File: src/rtl/noc_input_buffer.sv
// noc_input_buffer
// Per-input-port flit buffer of the NoC router. Single-flit packets are
// stored in a circular FIFO. The head flit is routed with dimension-order
// XY routing and presented to the output arbiter as a one-hot request.
// Each granted pop returns one credit to the upstream router.
//
// Handshake semantics (the only ones used in this block):
//   push : accepted on a rising edge when flit_valid_in=1 and either the
//          FIFO is not full or a pop happens on the same edge. A push into
//          a full FIFO with no pop is dropped and sets the sticky overflow.
//   pop  : happens on a rising edge when gnt_in=1 and empty=0. gnt_in
//          while empty is ignored.
//   credit_out pulses for one cycle after every pop edge.
// All outputs are functions of registered state only.
module noc_input_buffer #(
    parameter int DEPTH  = 4,
    parameter int DATA_W = 32,
    parameter int X_W    = 2,
    parameter int Y_W    = 2,
    parameter int MY_X   = 0,
    parameter int MY_Y   = 0
) (
    input  logic                     clk,
    input  logic                     rst_n,
    input  logic [DATA_W-1:0]        flit_in,
    input  logic                     flit_valid_in,
    output logic                     credit_out,
    output logic [4:0]               req_out,
    output logic [DATA_W-1:0]        flit_out,
    input  logic                     gnt_in,
    output logic [$clog2(DEPTH):0]   count,
    output logic                     full,
    output logic                     empty,
    output logic                     overflow
);

    localparam int PTR_W = $clog2(DEPTH);
    localparam int CNT_W = PTR_W + 1;
    localparam logic [CNT_W-1:0] DEPTH_C = CNT_W'(DEPTH);
    localparam logic [X_W-1:0]   MY_X_C  = X_W'(MY_X);
    localparam logic [Y_W-1:0]   MY_Y_C  = Y_W'(MY_Y);

    // One-hot request bit positions.
    localparam int REQ_N = 0;
    localparam int REQ_S = 1;
    localparam int REQ_E = 2;
    localparam int REQ_W = 3;
    localparam int REQ_L = 4;

    logic [DATA_W-1:0] mem [DEPTH];
    logic [PTR_W-1:0]  wr_ptr;
    logic [PTR_W-1:0]  rd_ptr;
    logic              push_en;
    logic              pop_en;
    logic [DATA_W-1:0] head;
    logic [X_W-1:0]    dest_x;
    logic [Y_W-1:0]    dest_y;

    // Status flags derived from the registered occupancy.
    assign full  = (count == DEPTH_C);
    assign empty = (count == '0);

    // A pop frees a slot on the same edge, so a push into a full FIFO
    // is accepted when it coincides with a pop.
    assign pop_en  = gnt_in & ~empty;
    assign push_en = flit_valid_in & (~full | pop_en);

    // Flit storage; contents need no reset because empty masks them.
    always_ff @(posedge clk) begin
        if (push_en) begin
            mem[wr_ptr] <= flit_in;
        end
    end

    // Pointers, occupancy, credit pulse and sticky overflow.
    always_ff @(posedge clk or negedge rst_n) begin
        if (!rst_n) begin
            wr_ptr     <= '0;
            rd_ptr     <= '0;
            count      <= '0;
            credit_out <= 1'b0;
            overflow   <= 1'b0;
        end else begin
            if (push_en) begin
                wr_ptr <= wr_ptr + PTR_W'(1);
            end
            if (pop_en) begin
                rd_ptr <= rd_ptr + PTR_W'(1);
            end
            case ({push_en, pop_en})
                2'b10:   count <= count + CNT_W'(1);
                2'b01:   count <= count - CNT_W'(1);
                default: count <= count;
            endcase
            credit_out <= pop_en;
            if (flit_valid_in && full && !pop_en) begin
                overflow <= 1'b1;
            end
        end
    end

    // Head flit and its destination fields.
    assign head     = mem[rd_ptr];
    assign flit_out = empty ? '0 : head;
    assign dest_x   = head[DATA_W-1 -: X_W];
    assign dest_y   = head[DATA_W-1-X_W -: Y_W];

    // XY route of the head flit: X dimension first, then Y, else local.
    always_comb begin
        req_out = '0;
        if (!empty) begin
            if (dest_x > MY_X_C) begin
                req_out[REQ_E] = 1'b1;
            end else if (dest_x < MY_X_C) begin
                req_out[REQ_W] = 1'b1;
            end else if (dest_y > MY_Y_C) begin
                req_out[REQ_N] = 1'b1;
            end else if (dest_y < MY_Y_C) begin
                req_out[REQ_S] = 1'b1;
            end else begin
                req_out[REQ_L] = 1'b1;
            end
        end
    end

endmodule

File: config.mk
export PLATFORM = sky130hd
export DESIGN_NAME = noc_input_buffer
export DESIGN_NICKNAME = d
export VERILOG_FILES = /design/src/rtl/noc_input_buffer.sv
export SDC_FILE = /design/constraint.sdc
export NUM_CORES = 1
export LEC_CHECK = 0
export ABC_AREA = 1
export CAP_MARGIN = 25
export CORE_MARGIN = 4
export CORE_UTILIZATION = 45
export DETAILED_ROUTE_END_ITERATION = 16
export GPL_TIMING_DRIVEN = 0
export PLACE_DENSITY_LB_ADDON = 0.1
export SKIP_LAST_GASP = 1
export SLEW_MARGIN = 20
export SYNTH_ARGS = -nofsm -noshare
export SYNTH_HDL_FRONTEND = slang
export SYNTH_SLANG_ARGS = --single-unit
File: constraint.sdc
create_clock -name clk -period 2.8 [get_ports clk]
set_input_delay 0.56 -clock clk [delete_from_list [all_inputs] [get_ports clk]]
set_output_delay 0.56 -clock clk [all_outputs]
set_load 0.05 [all_outputs]
After elaboration in Yosys (flattened, before gate mapping)

Memory sizes are Yosys's and may differ from the RTL's.
Index checks and enable logic that the tools add are counted.

Word-level logic and storage cells: 43
Output and inout bits: 44
Register bits: 9
Bits in writable memories: 128
Memories kept: 1

Memories:

| memory | words | width | rd ports | clocked after memory_dff | wr ports | line | source |
|---|---|---|---|---|---|---|---|
| mem    | 4     | 32    | 1        | 0                        | 1        | 50   | `logic [DATA_W-1:0] mem [DEPTH];` |

$lt $le $gt $ge: 4
Eq/ne operators: 3
Mux-type cells: 16
Add/sub/neg operators: 4
Reduce and logical (&&, ||, !) cells: 5
Bitwise operators: 5

Operator list:

| operator                                                                         | count |
|---|---|
| 32-bit two-way mux                                                               | 1 |
| 1-bit two-way mux                                                                | 10 |
| 2-bit two-way mux                                                                | 3 |
| 3-bit one-hot mux with 2 select lines                                            | 1 |
| 5-bit two-way mux                                                                | 1 |
| 2-bit by 1-bit adder with 2-bit output (second input constant)                   | 2 |
| 2-bit by 1-bit greater-than comparator with 1-bit output (second input constant) | 2 |
| 2-bit by 1-bit < comparator with 1-bit output (second input constant)            | 2 |
| 3-bit by 1-bit adder with 3-bit output (second input constant)                   | 1 |
| 3-bit == test (second input constant)                                            | 1 |
| 3-bit logical NOT                                                                | 1 |
| 3-bit by 1-bit subtractor with 3-bit output (second input constant)              | 1 |
| 1-bit AND                                                                        | 2 |
| 2-bit by 1-bit == test with 1-bit output (second input constant)                 | 1 |
| 2-bit == test (second input constant)                                            | 1 |
| 1-bit logical AND                                                                | 2 |
| 1-bit NOT                                                                        | 2 |
| 2-bit nonzero test                                                               | 1 |
| 1-bit logical NOT                                                                | 1 |
| 1-bit bitwise OR                                                                 | 1 |

Depth between registers and ports, before layout

Gate-level depths: netlist of the first run.

Depth in word-level cells: 7
Gate-level depth with buffers: 10
Gate-level depth less buffers: 10

Least setup slack after synthesis of the first run

OpenSTA, ideal clock, no wires.

Path type: reg2reg
From: register count[0]
To: memory mem[0][0] (enable)
Setup time: 0.421 ns
Stages on the path, launching flop included: 5
Arrival: 2.634 ns
Slack: -0.255 ns
Path buffers: 0
Cells stage by stage: dfrtp_1 -> nor3_2 -> nand2_1 -> nand2_1 -> nor2_1

RTL lines:

| element                                 | line | source |
|---|---|---|
| from (decl)                             | 31   | `output logic [$clog2(DEPTH):0] count,` |
| from (signal assigned)                  | 91   | `2'b10: count <= count + CNT_W'(1);` |
| from (signal assigned)                  | 92   | `2'b01: count <= count - CNT_W'(1);` |
| from (signal assigned)                  | 93   | `default: count <= count;` |
| 3-bit == test                           | 60   | `assign full = (count == DEPTH_C);` |
| net full                                | 32   | `output logic full,` |
| 1-bit NOT                               | 66   | `assign push_en = flit_valid_in & (~full \| pop_en);` |
| 1-bit bitwise OR                        | 66   |  |
| 1-bit AND                               | 66   |  |
| 1-bit two-way mux                       | 70   | `if (push_en) begin` |
| 1-bit two-way mux (implied by the code) | 71   | `mem[wr_ptr] <= flit_in;` |
| to (decl)                               | 50   |  |

The timed path passes the listed nets, and every way through them passes these cells.

Worst setup path after layout of the first run

From: register rd_ptr[1]
To: output port flit_out[10]

Cells in the longest elaborated chain, start to end: 2

RTL lines:

| element                | line | source |
|---|---|---|
| from (decl)            | 52   | `logic [PTR_W-1:0] rd_ptr;` |
| from (signal assigned) | 88   | `rd_ptr <= rd_ptr + PTR_W'(1);` |
| memory read 4 x 32 bit | n/a  |  |
| 32-bit two-way mux     | 104  | `assign flit_out = empty ? '0 : head;` |
| to (decl)              | 29   | `output logic [DATA_W-1:0] flit_out,` |

No other way between the ends.

==> out/results.txt, run 1 <==
Final min period = 2680 ps
cell taking the most area after synthesis = edfxtp_1
Synth Cell Area = 5540 um2
Skew-Pair Late Insertion Delay = 400 ps
routed vias = 3593
Die Ht = 119 um
Slew @ Worst Pin = 583 ps
CTS Buffer Depth = 2
grt total ovfl = 0
Final Hold Vio Count = 0
vias per inst = 5.07
Critical Path Source Type = flip-flop
Initial Util = 46.1%
CTS sink count = 137
reg2reg start = count[0]
Worst Hold Class = in -> async
warnings from Yosys = 0
Setup-failing EPs final = 0
cell row count = 40
period utilization = 95.8%
WL final = 12200 um
area of the die = 14100 um2
CP Class = reg -> out
worst reg2reg endpoint = count[2]
Critical Path Max Stage Delay = 400 ps
register area share after synthesis = 73.5%
Total GRT Usage = 18.1%
GPL Wtd Cong = 0.756
Top delay family on crit path = buffers and inverters
flop2flop setup slack = 330 ps
total CTS buffers = 17
Fmax = 373 MHz
top-area cell type share of the netlist area = 69.4%
largest cells by area after synthesis = edfxtp_1 (69%), nor2_1 (8.5%), dfrtp_1 (4.1%), o21ai_1 (3.0%), a21oi_1 (2.7%)
CP Max Fanout = 10
# DRC = 0
number of diodes = 0
pre-CTS setup slack = -63.2 ps
# IOs = 80
DRT antenna net count = 0
setup bufs post-CTS = 0
Final #Nets = 591
HPWL Detailed = 7690 um
WL/cell = 17.2 um
antenna violations before repair = 0
Die Wd = 119 um
max cap viols = 0
critical-path cell list = buf_2, clkbuf_1, nor2_1, o21ai_0, a21oi_1, clkdlybuf4s15_2
clock root cell = clkbuf_16
Data arrival, critical path = 2120 ps
syn_area_per_cell = 12.4 um2
CTS clock-pin slew for the worst setup and hold paths = 60 ps
total core area = 12000 um2
Slew headroom = 61.1%
Filler cells = 997
H-tree depth = 4
RSZ-0062 raised after global routing = no
Layout Skew = 7.75 ps
WP buf/inv = 3
vias in the first global route = 3777
largest net degree at the start of global routing = 24
Netlist cell types = 26
TritonRoute pass-1 iters = 4
PortBufs = 77
area grow syn2layout = 27.8%
R2R depth = 9
layout cells sized above 1 = 18.5%
CP endpoint kind = primary output
Final Max Tran Viols = 0
CP max stage cell = clkdlybuf4s15_2
worst endpoint required time = 2240 ps
worst setup margin = 117 ps
first-pass GRT wire length = 19800 um
CTS tree = yes
FF+latch count, synth = 137
DRT iter0 DRCs = 220
status = finished, final reports clean
Post-Syn Instances = 448
## synth_stat cells, drive strengths merged
library cell  number
o21ai             58
nand3             12
a31o               1
a21oi             30
conb               1
xnor2              1
or2                1
xor2               1
nand2             32
buf               19
ha                 5
inv               15
edfxtp           128
clkbuf             7
nor2             125
fa                 1
nor3               1
dfrtp              9
clkinv             1
## cell type report
cell class	instances	area (um2)	share of cell area [%]
Multi-Input combinational cell	270	1270	18.0
Clock inverter	14	156	2.21
Timing Repair Buffer	81	723	10.2
Sequential cell	137	4070	57.5
Inverter	16	61.3	0.867
Buffer	26	179	2.53
Clock buffer	18	429	6.07
Tap cell	147	184	2.60
## kinds of logic (layout without fill, tap and decap cells)
| group | count (synthesis) | count (layout) | synth area share, % |
|---|---|---|---|
| XOR/XNOR | 2 | 2 | 0.317 |
| buffers and inverters | 42 | 155 | 4.25 |
| adder cells (fa/ha/maj) | 6 | 6 | 1.49 |
| flip-flops | 137 | 137 | 73.5 |
| AO/OA/AOI/OAI | 89 | 89 | 8.11 |
| other | 1 | 2 | 0.0677 |
| AND/OR/NAND/NOR | 171 | 171 | 12.3 |
## layer usage
metal  global-route usage [%]  part of all wire (%)
met2                     29.7                    49
met5                        0                     0
met1                     23.8                    45
met3                     4.89                   4.8
met4                     5.58                  0.83
## flip-flops by register name, indices dropped and copies added (netlist names)
register    cells
overflow        1
rd_ptr          2
credit_out      1
mem           128
count           3
wr_ptr          2
## cells in the final DEF, fill, tap and decap left out, types with 10 or more instances in the layout
| cell type | synthesis | routed |
|---|---|---|
| edfxtp_1 | 128 | 128 |
| nor2_1 | 125 | 121 |
| clkdlybuf4s50_1 | 0 | 41 |
| o21ai_1 | 33 | 33 |
| clkbuf_2 | 2 | 32 |
| nand2_1 | 31 | 31 |
| a21oi_1 | 30 | 30 |
| o21ai_0 | 25 | 25 |
| clkbuf_16 | 0 | 17 |
| inv_1 | 11 | 11 |
| nand3_1 | 10 | 10 |
## timing repair
item	CTS	global route
endpoints found under the setup margin	36	30
gates resized for setup	50	55
hold buffers	0	0
## worst max-delay path by stage
stage / start / cells past startpoint / to
floorplan: count[0] / 4 / mem[0][0]
global placement: gnt_in / 5 / mem[1][14]
detailed placement: count[0] / 6 / flit_out[27]
CTS: count[0] / 6 / flit_out[27]
global route: count[1] / 6 / flit_out[18]
finish: rd_ptr[1] / 6 / flit_out[10]
## metrics by stage
step / hold slack [ps] / utilization (%) / instance area (um2) / TNS, ps / cells
floorplan: 264 / - / 5550 / -25300 / 449
global placement: 455 / 54.1 / 6500 / -191540 / 673
detailed placement: 460 / 55.1 / 6620 / -255 / 677
CTS: 468 / 59.7 / 7180 / -39.9 / 709
global route: 493 / 58.9 / 7070 / 0 / 709
finish: 470 / 58.9 / 7070 / 0 / 709
Power of run 1 is left out: the tool's default activity adds up to more than one toggle a clock period on the data nets, which glitch-free logic cannot reach.
==> run 2, diff against run 1 <==
--- a/config.mk
+++ b/config.mk
@@ -9,6 +9,7 @@
 export CAP_MARGIN = 25
 export CORE_MARGIN = 4
 export CORE_UTILIZATION = 45
+export CTS_CLUSTER_SIZE = 10
 export DETAILED_ROUTE_END_ITERATION = 16
 export GPL_TIMING_DRIVEN = 0
 export PLACE_DENSITY_LB_ADDON = 0.1
==> results of run 2 <==
Same layout as run 1: the final DEF is identical, and so are final timing and power.
Power of run 2 is left out for the same reason.
